===== src/rtl/ir_nec_pkg.sv =====
// NEC IR protocol constants and transmit state encoding, shared by the transmit and receive paths.
package ir_nec_pkg;

  typedef enum logic [2:0] {
    S_IDLE,
    S_LEAD_MARK,
    S_LEAD_SPACE,
    S_BIT_MARK,
    S_BIT_SPACE,
    S_STOP_MARK,
    S_GAP
  } nec_tx_state_t;

  localparam int LEAD_MARK_U  = 16;
  localparam int LEAD_SPACE_U = 8;
  localparam int REP_SPACE_U  = 4;
  localparam int BIT_MARK_U   = 1;
  localparam int ZERO_SPACE_U = 1;
  localparam int ONE_SPACE_U  = 3;
  localparam int STOP_U       = 1;

  // Unit counters count down to zero, so a segment of n units loads n-1.
  function automatic logic [15:0] units_m1(input int n);
    return 16'(n - 1);
  endfunction

endpackage


===== src/rtl/ir_nec_tx_carrier.sv =====
// IR carrier generator: registered square wave, forced high on the cycle after a sync clear.
// Output is low whenever the enable is low, so it can drive the LED pin directly.
module ir_carrier_gen #(
  parameter int CARRIER_DIV = 1316
) (
  input  logic clk,
  input  logic rst_n,
  input  logic clear,
  input  logic en,
  output logic carrier
);

  localparam int W = (CARRIER_DIV > 2) ? $clog2(CARRIER_DIV) : 1;

  logic [W-1:0] cnt;
  logic [W-1:0] nxt;

  always_comb begin
    nxt = (cnt == W'(CARRIER_DIV - 1)) ? '0 : cnt + 1'b1;
  end

  always_ff @(posedge clk or negedge rst_n) begin
    if (!rst_n) begin
      cnt     <= '0;
      carrier <= 1'b0;
    end else if (clear) begin
      cnt     <= '0;
      carrier <= 1'b1;
    end else if (en) begin
      cnt     <= nxt;
      carrier <= (nxt < W'(CARRIER_DIV / 2));
    end else begin
      carrier <= 1'b0;
    end
  end

endmodule


===== src/rtl/ir_nec_tx.sv =====
// NEC IR transmitter: serialises a 32-bit word (LSB first) or a repeat code as a carrier-modulated waveform.
// One request at a time via valid/ready; tx_ready is high only while idle.
import ir_nec_pkg::*;

module ir_nec_tx #(
  parameter int UNIT_CYC    = 28125,
  parameter int CARRIER_DIV = 1316,
  parameter int GAP_UNITS   = 72
) (
  input  logic        clk,
  input  logic        rst_n,
  input  logic        tx_valid,
  output logic        tx_ready,
  input  logic [31:0] tx_data,
  input  logic        tx_repeat,
  output logic        ir_envelope,
  output logic        ir_out,
  output logic        busy,
  output logic        done
);

  localparam int CW = (UNIT_CYC > 2) ? $clog2(UNIT_CYC) : 1;
  localparam logic [CW-1:0] CYC_LAST = CW'(UNIT_CYC - 1);

  nec_tx_state_t state;
  logic [CW-1:0] cyc_cnt;
  logic [15:0]   unit_cnt;
  logic [5:0]    bit_idx;
  logic [31:0]   shreg;
  logic          cur_bit;
  logic          rep_q;

  logic seg_end, accept, mark_start, in_mark, car_en;

  // Carrier control is derived from the next state so the first mark cycle already carries a high phase.
  always_comb begin
    seg_end    = (cyc_cnt == CYC_LAST) && (unit_cnt == 16'd0);
    accept     = tx_valid && tx_ready;
    mark_start = accept || (seg_end && (state == S_LEAD_SPACE || state == S_BIT_SPACE));
    in_mark    = (state == S_LEAD_MARK) || (state == S_BIT_MARK) || (state == S_STOP_MARK);
    car_en     = mark_start || (in_mark && !seg_end);
  end

  ir_carrier_gen #(.CARRIER_DIV(CARRIER_DIV)) u_carrier (
    .clk     (clk),
    .rst_n   (rst_n),
    .clear   (mark_start),
    .en      (car_en),
    .carrier (ir_out)
  );

  always_ff @(posedge clk or negedge rst_n) begin
    if (!rst_n) begin
      state       <= S_IDLE;
      cyc_cnt     <= '0;
      unit_cnt    <= '0;
      bit_idx     <= '0;
      shreg       <= '0;
      cur_bit     <= 1'b0;
      rep_q       <= 1'b0;
      tx_ready    <= 1'b1;
      ir_envelope <= 1'b0;
      busy        <= 1'b0;
      done        <= 1'b0;
    end else begin
      done <= 1'b0;
      if (state != S_IDLE) begin
        if (cyc_cnt == CYC_LAST) begin
          cyc_cnt <= '0;
          if (unit_cnt != 16'd0) unit_cnt <= unit_cnt - 16'd1;
        end else begin
          cyc_cnt <= cyc_cnt + 1'b1;
        end
      end
      case (state)
        S_IDLE: if (accept) begin
          state       <= S_LEAD_MARK;
          cyc_cnt     <= '0;
          unit_cnt    <= units_m1(LEAD_MARK_U);
          shreg       <= tx_data;
          rep_q       <= tx_repeat;
          tx_ready    <= 1'b0;
          busy        <= 1'b1;
          ir_envelope <= 1'b1;
        end
        S_LEAD_MARK: if (seg_end) begin
          state       <= S_LEAD_SPACE;
          unit_cnt    <= rep_q ? units_m1(REP_SPACE_U) : units_m1(LEAD_SPACE_U);
          ir_envelope <= 1'b0;
        end
        S_LEAD_SPACE: if (seg_end) begin
          ir_envelope <= 1'b1;
          bit_idx     <= '0;
          if (rep_q) begin
            state    <= S_STOP_MARK;
            unit_cnt <= units_m1(STOP_U);
          end else begin
            state    <= S_BIT_MARK;
            unit_cnt <= units_m1(BIT_MARK_U);
            cur_bit  <= shreg[0];
            shreg    <= shreg >> 1;
          end
        end
        S_BIT_MARK: if (seg_end) begin
          state       <= S_BIT_SPACE;
          unit_cnt    <= cur_bit ? units_m1(ONE_SPACE_U) : units_m1(ZERO_SPACE_U);
          ir_envelope <= 1'b0;
        end
        S_BIT_SPACE: if (seg_end) begin
          ir_envelope <= 1'b1;
          if (bit_idx == 6'd31) begin
            state    <= S_STOP_MARK;
            unit_cnt <= units_m1(STOP_U);
          end else begin
            state    <= S_BIT_MARK;
            unit_cnt <= units_m1(BIT_MARK_U);
            bit_idx  <= bit_idx + 6'd1;
            cur_bit  <= shreg[0];
            shreg    <= shreg >> 1;
          end
        end
        S_STOP_MARK: if (seg_end) begin
          ir_envelope <= 1'b0;
          if (GAP_UNITS == 0) begin
            state    <= S_IDLE;
            tx_ready <= 1'b1;
            busy     <= 1'b0;
            done     <= 1'b1;
          end else begin
            state    <= S_GAP;
            unit_cnt <= units_m1(GAP_UNITS);
          end
        end
        S_GAP: if (seg_end) begin
          state    <= S_IDLE;
          tx_ready <= 1'b1;
          busy     <= 1'b0;
          done     <= 1'b1;
        end
        default: state <= S_IDLE;
      endcase
    end
  end

endmodule


===== config.mk =====
export PLATFORM = sky130hd
export DESIGN_NAME = ir_nec_tx
export DESIGN_NICKNAME = d
export VERILOG_FILES = /design/src/rtl/ir_nec_pkg.sv /design/src/rtl/ir_nec_tx_carrier.sv /design/src/rtl/ir_nec_tx.sv
export SDC_FILE = /design/constraint.sdc
export NUM_CORES = 1
export LEC_CHECK = 0
export CORE_UTILIZATION = 58
export CTS_CLUSTER_DIAMETER = 30
export DETAILED_ROUTE_END_ITERATION = 8
export PLACE_DENSITY = 0.88
export RECOVER_POWER = 50
export SYNTH_ARGS = -nofsm -noshare
export SYNTH_HDL_FRONTEND = slang
export SYNTH_HIERARCHICAL = 1
export SYNTH_SLANG_ARGS = --single-unit
export TNS_END_PERCENT = 100

===== constraint.sdc =====
create_clock -name clk -period 3.9 [get_ports clk]
set_input_delay 0.585 -clock clk [delete_from_list [all_inputs] [get_ports clk]]
set_output_delay 0.585 -clock clk [all_outputs]
set_load 0.005 [all_outputs]

==> results.sh, run 1 <==
export IMPL_power_internal_uw=1520
export IMPL_cts_root_buf="clkbuf_8"
export IMPL_ys_types=57
export IMPL_synth_edff_count=0
export IMPL_initial_utilization_pct=61.2
export IMPL_grt_total_usage_pct=25.9
export IMPL_die_h_um=93.5
export IMPL_ant_nets=0
export IMPL_rsz0062_at_grt="no"
export IMPL_p_leak_uw=0.00248
export IMPL_die_width_um=93.5
export IMPL_cts_hold_buffers=0
export IMPL_avgSynthCellArea_um2=9.09
export IMPL_path_class="reg2reg"
export IMPL_globalplace_congestion=0.872
export IMPL_drt_total_wl_um=10300
export IMPL_clk_pin_slew_ps=90
export IMPL_clockBufferDepth=2
export IMPL_tightest_slew_ps=1600
export IMPL_grt_ovfl_total=0
export IMPL_n_antenna_cell=0
export IMPL_finalMaxSlewViolations=67
export IMPL_cp_arrival_ps=3490
export IMPL_grt_pass1_vias=3989
export IMPL_hold_path_class="reg2reg"
export IMPL_vias=4073
export IMPL_p_sw_uw=362
export IMPL_power_density_nw_per_um2=337
export IMPL_crit_required_ps=4140
export IMPL_whs_ps=484
export IMPL_fmax_mhz=308
export IMPL_cts_tree="yes"
export IMPL_grt_max_degree=67
export IMPL_power_share_switching_pct=19.2
export IMPL_hold_violations=0
export IMPL_clock_latency_ps=360
export IMPL_synthesis_nets=576
export IMPL_vias_per_cell=6.07
export IMPL_ys_seq_elements=90
export IMPL_maxSlewHeadroom_pct=-6.48
export IMPL_detail_route_first_pass_iterations=5
export IMPL_post_cts_setup_buffer_count=0
export IMPL_mappedNetlistArea_um2=4850
export IMPL_clkSinkCount=90
export IMPL_drc=0
export IMPL_nNetsFinal=606
export IMPL_cts_buffers_inserted=9
export IMPL_io_buffers=40
export IMPL_power_share_clock_pct=47.2
export IMPL_p_comb_share_pct=3.3
export IMPL_num_rows=32
export IMPL_syn2layout_area_growth_pct=15.1
export IMPL_fin_tns_setup_ps=0
export IMPL_seq_area_frac_synth_pct=46.4
export IMPL_post_cts_resized=0
export IMPL_async_reset_ff_share_pct=100
export IMPL_dieArea_um2=8740
export IMPL_core_area_um2=7930
export IMPL_avgRoutedWirePerCell_um=15.4
export IMPL_crit_fanout=18
export IMPL_ys_flop_type="dfrtp_1"
export IMPL_p_seq_share_pct=49.4
export IMPL_final_layout_size_suffix_gt1_share_pct=7.21
export IMPL_maxCapViolCount=1
export IMPL_dp_hpwl_um=7000
export IMPL_startpoint_type="flip-flop"
export IMPL_drt_iter0_markers=312
export IMPL_end_kind="flip-flop"
export IMPL_fin_crit_sh_pct=83.2
export IMPL_grt_first_pass_wirelength_um=18000
export IMPL_violations="max-capacitance violations, max-slew violations"
export IMPL_htreeDepth=3
export IMPL_fill_cells=563
export IMPL_finalSetupViolations=0
export IMPL_synthCells=534
export IMPL_min_period_ps=3250
export IMPL_io_pins=41
export IMPL_status="finished, violations left"
export IMPL_antenna_found_initial=0
export IMPL_ir_drop_mv=0.216
export IMPL_fin_skew_ps=9.82
export IMPL_yosysWarningCount=6
## cell usage in the layout (no fill, tap or decap), types with 6 or more instances in the layout
cell / n
o21ai_0: 73
ha_1: 6
a21oi_1: 26
nand3_1: 10
clkbuf_8: 9
dfrtp_1: 89
nand2_1: 78
nand2b_1: 6
or3_1: 6
nor2_1: 43
nor3_1: 21
clkdlybuf4s50_1: 37
xnor2_1: 16
mux2i_1: 32
nand4_1: 10
xor2_1: 6
and3_1: 6
inv_1: 9
buf_4: 7
nor4_1: 12
## critical path, stage by stage, from the launching register on
cell	delay, ps
dfrtp_1	390
or3_1	420
or4_1	690
nor3_1	570
a21oi_1	140
o21ai_0	180
buf_4	230
and3_1	200
nand4_1	120
xor2_1	150
nor2_1	50
## cell families (layout without fill, tap and decap cells)
logic type	after synthesis	in the layout	share of synthesized area [%]
fa+ha+maj	7	7	1.75
buf+inv	38	73	3.66
mux	33	33	6.83
flops	90	90	46.4
compound gates	127	127	14.8
simple gates	217	217	22.5
xor+xnor	22	22	3.97
## registers in the layout, summed over array words and instances (netlist names), 3 cells and up
register / flops
shreg: 32
unit_cnt: 16
cyc_cnt: 15
u_carrier/cnt: 11
bit_idx: 6
state: 3
## through the flow
| stage | power (uW) | instance area (um2) | util (%) | setup WS [ps] | instances |
|---|---|---|---|---|---|
| CTS | 1900 | 5590 | 70.6 | 677 | 671 |
| finish | 1890 | 5590 | 70.5 | 654 | 671 |
| global route | 1950 | 5590 | 70.5 | 434 | 671 |
| detailed placement | 1020 | 5310 | 66.9 | 691 | 655 |
| global placement | 1010 | 5310 | 66.9 | 751 | 655 |
| floorplan | 959 | 4850 | - | 845 | 534 |
## Yosys cell counts, drive strengths merged, types with 2 or more instances
| cell | count | area (um2) |
|---|---|---|
| a211oi | 3 | 22.5 |
| a21oi | 26 | 130 |
| o31ai | 5 | 37.5 |
| dfrtp | 89 | 2230 |
| nand2b | 6 | 37.5 |
| nor4 | 14 | 109 |
| inv | 9 | 33.8 |
| or3b | 2 | 20.0 |
| clkbuf | 23 | 86.3 |
| nand4 | 11 | 75.1 |
| nand3b | 5 | 37.5 |
| o2111ai | 2 | 17.5 |
| or4 | 3 | 26.3 |
| xnor2 | 16 | 140 |
| mux2i | 32 | 320 |
| and3 | 6 | 37.5 |
| ha | 6 | 75.1 |
| buf | 6 | 57.6 |
| nor3 | 22 | 115 |
| nand3 | 10 | 50.1 |
| nand2 | 78 | 293 |
| nor2 | 43 | 161 |
| a31oi | 3 | 18.8 |
| o21ai | 74 | 370 |
| and4bb | 2 | 25.0 |
| and4 | 2 | 17.5 |
| or2 | 4 | 25.0 |
| xor2 | 6 | 52.6 |
| or3 | 7 | 48.8 |
| a41oi | 2 | 17.5 |
| a21o | 2 | 15.0 |
## cell type report
| cell class | instances | area (um2) | area share [%] |
|---|---|---|---|
| clock buffer | 9 | 124 | 2.22 |
| clock inverter | 7 | 164 | 2.93 |
| inverter | 9 | 33.8 | 0.605 |
| multi-input combinational | 406 | 2430 | 43.6 |
| sequential | 90 | 2250 | 40.3 |
| tap | 102 | 128 | 2.28 |
| timing repair buffer | 48 | 452 | 8.08 |
## metal layers
| metal | share of wire, % | up-vias | GRT usage [%] |
|---|---|---|---|
| li1 | - | 1968 | - |
| met2 | 48 | 157 | 41.9 |
| met4 | 2.5 | 0 | 10.9 |
| met3 | 6.4 | 31 | 6.18 |
| met1 | 43 | 1917 | 33.4 |
| met5 | 0 | - | 0 |
## power groups by stage
stage,combinational [uW],sequential [uW],clock (uW)
2_1_floorplan,8.36,951,0
3_3_place_gp,63.1,951,0
3_5_place_dp,65.3,951,0
4_1_cts,65.5,932,904
5_1_grt,70.9,933,944
6_report,62.9,932,891
## final timing paths
| path | from | to | slack (ps) | cells past startpoint |
|---|---|---|---|---|
| setup / recovery | unit_cnt[4] | u_carrier/cnt[6] | 650 | 10 |
| hold / removal | shreg[6] | shreg[6] | 480 | 2 |
| setup reg to reg | unit_cnt[4] | u_carrier/cnt[6] | 650 | 10 |
| hold reg to reg | shreg[6] | shreg[6] | 480 | 2 |
| max in group asynchronous | rst_n | state[2] | 1420 | 2 |
| min in group asynchronous | rst_n | unit_cnt[13] | 610 | 1 |
Power figures use the tool's default switching activity.
==> run 2, diff against run 1 <==
--- a/config.mk
+++ b/config.mk
@@ -5,10 +5,10 @@
 export SDC_FILE = /design/constraint.sdc
 export NUM_CORES = 1
 export LEC_CHECK = 0
-export CORE_UTILIZATION = 58
+export CORE_UTILIZATION = 53
 export CTS_CLUSTER_DIAMETER = 30
 export DETAILED_ROUTE_END_ITERATION = 8
-export PLACE_DENSITY = 0.88
+export PLACE_DENSITY = 0.85
 export RECOVER_POWER = 50
 export SYNTH_ARGS = -nofsm -noshare
 export SYNTH_HDL_FRONTEND = slang
==> constraint.sdc (replaced) <==
create_clock -name clk -period 2.7 [get_ports clk]
set_input_delay 0.405 -clock clk [delete_from_list [all_inputs] [get_ports clk]]
set_output_delay 0.405 -clock clk [all_outputs]
set_load 0.005 [all_outputs]
==> run 2 against run 1 <==
Critical endpoint unchanged. Highest routed layer unchanged. Critical path depth grew 1. Combinational power grew 45%. Sequential cell count is the same. Final cell count grew 4.9%. Global-route usage shrank 1.8 points. The run ends with design-rule violations left. Via count grew 4.3%. First-iteration DRC count grew 0.64%. Clock power grew 7.1%. Clock skew grew 7.7 ps.
==> results.sh, run 2 (synthesized netlist as in run 1, its figures left out) <==
export IMPL_drt_total_wl_um=10900
export IMPL_ant_nets=0
export IMPL_htreeDepth=3
export IMPL_finalSetupViolations=0
export IMPL_power_uw=2390
export IMPL_detail_route_first_pass_iterations=7
export IMPL_clk_pin_slew_ps=90
export IMPL_startpoint_type="flip-flop"
export IMPL_crit_fanout=5
export IMPL_vias=4249
export IMPL_initial_utilization_pct=55.1
export IMPL_largest_reg_flops=32
export IMPL_whs_ps=219
export IMPL_grt_total_usage_pct=24.1
export IMPL_finalMaxSlewViolations=0
export IMPL_hold_path_class="in2async"
export IMPL_final_layout_size_suffix_gt1_share_pct=13.9
export IMPL_mostFrequentLayoutCells="dfrtp_1, nand2_1, o21ai_0"
export IMPL_nNetsFinal=633
export IMPL_ir_drop_mv=0.244
export IMPL_fmax_mhz=378
export IMPL_dpl_instance_area_um2=5520
export IMPL_avgRoutedWirePerCell_um=15.5
export IMPL_vias_per_cell=6.04
export IMPL_clkSinkCount=90
export IMPL_r2r_cells=11
export IMPL_io_pins=41
export IMPL_crit_required_ps=3000
export IMPL_grt_pass1_vias=4097
export IMPL_power_density_nw_per_um2=412
export IMPL_drc=3
export IMPL_final_design_area_no_fill_um2=5800
export IMPL_end_kind="flip-flop"
export IMPL_io_buffers=40
export IMPL_n_antenna_cell=0
export IMPL_die_h_um=97.7
export IMPL_cp_arrival_ps=2950
export IMPL_fin_util_pct=65.9
export IMPL_instances_no_fill=704
export IMPL_status="finished, violations left"
export IMPL_fin_crit_sh_pct=98.0
export IMPL_syn2layout_area_growth_pct=19.5
export IMPL_clockBufferDepth=2
export IMPL_top_regs="shreg x32, unit_cnt x16, cyc_cnt x15"
export IMPL_hold_violations=0
export IMPL_cts_buffers_inserted=9
export IMPL_place_inst=683
export IMPL_largest_register="shreg"
export IMPL_grt_ovfl_total=0
export IMPL_globalplace_congestion=0.897
export IMPL_maxSlewHeadroom_pct=23.2
export IMPL_die_width_um=97.7
export IMPL_num_rows=34
export IMPL_maxCapViolCount=0
export IMPL_path_class="reg2reg"
export IMPL_fin_skew_ps=17.6
export IMPL_grt_first_pass_wirelength_um=18600
export IMPL_antenna_found_initial=0
export IMPL_tightest_slew_ps=1150
export IMPL_dieArea_um2=9540
export IMPL_core_area_um2=8810
export IMPL_dp_hpwl_um=7440
export IMPL_rsz0062_at_grt="yes"
export IMPL_min_period_ps=2650
export IMPL_cts_tree="yes"
export IMPL_grt_max_degree=48
export IMPL_fill_cells=691
export IMPL_drt_iter0_markers=314
export IMPL_final_common_cell="dfrtp_1"
export IMPL_violations="design-rule violations"
export IMPL_cts_root_buf="clkbuf_8"
export IMPL_p_leak_uw=0.00258
export IMPL_clock_latency_ps=370
[run 2: worst paths after layout]
path	start	endpoint	slack (ps)
max in group asynchronous	rst_n	bit_idx[5]	780
worst max register to register	cyc_cnt[1]	u_carrier/cnt[6]	50
worst min register to register	shreg[10]	shreg[10]	490
min in group clk	shreg[10]	shreg[10]	490
worst max-delay path	cyc_cnt[1]	u_carrier/cnt[6]	50
worst min-delay path	rst_n	cyc_cnt[4]	220
[run 2: layer usage]
layer	global-route usage (%)	up-vias	part of all wire, %
li1	-	2025	-
met1	32.1	2075	44
met2	38.8	134	50
met3	4.89	15	4.6
met4	9.79	0	1.6
met5	0	-	0
[run 2: layout make-up]
type	count	area, um2	share of cell area, %
inverters	9	33.8	0.582
clock buffers	9	124	2.14
multi-input cells	406	2500	43.0
well taps	108	135	2.33
clock inverters	7	82.6	1.42
repair buffers	75	676	11.6
flip-flops and latches	90	2250	38.8
[run 2: worst max-delay path, cell delays in order (launching register included)]
cell and delay, ps:
dfrtp_1 400, inv_2 80, ha_4 120, nand4b_1 180, or4_4 610, nor3_4 270
a21oi_2 110, o21ai_2 210, and3_4 220, nand4_1 110, xor2_1 170, nor2_1 120
[run 2: power breakdown]
part | leakage (uW) | internal (uW) | switching (uW)
logic | 0.00139 | 51.6 | 39.7
registers | 0.00109 | 1350 | 0
clock network | 0.0000984 | 442 | 512
total | 0.00258 | 1840 | 551
[run 2: per-stage QoR]
step           setup WS [ps]  setup TNS [ps]
2_1_floorplan          -43.3            -844
3_3_place_gp            31.1               0
3_5_place_dp           -25.8            -101
4_1_cts                 20.7               0
5_1_grt                -43.8            -115
6_report                53.8               0
[run 2: timing repair]
action | in CTS | in global routing
hold buffers | 0 | 0
endpoints found under the setup margin | 13 | 29
gates resized for setup | 2 | 18
pin swaps | 0 | 10
buffers inserted | 0 | 6
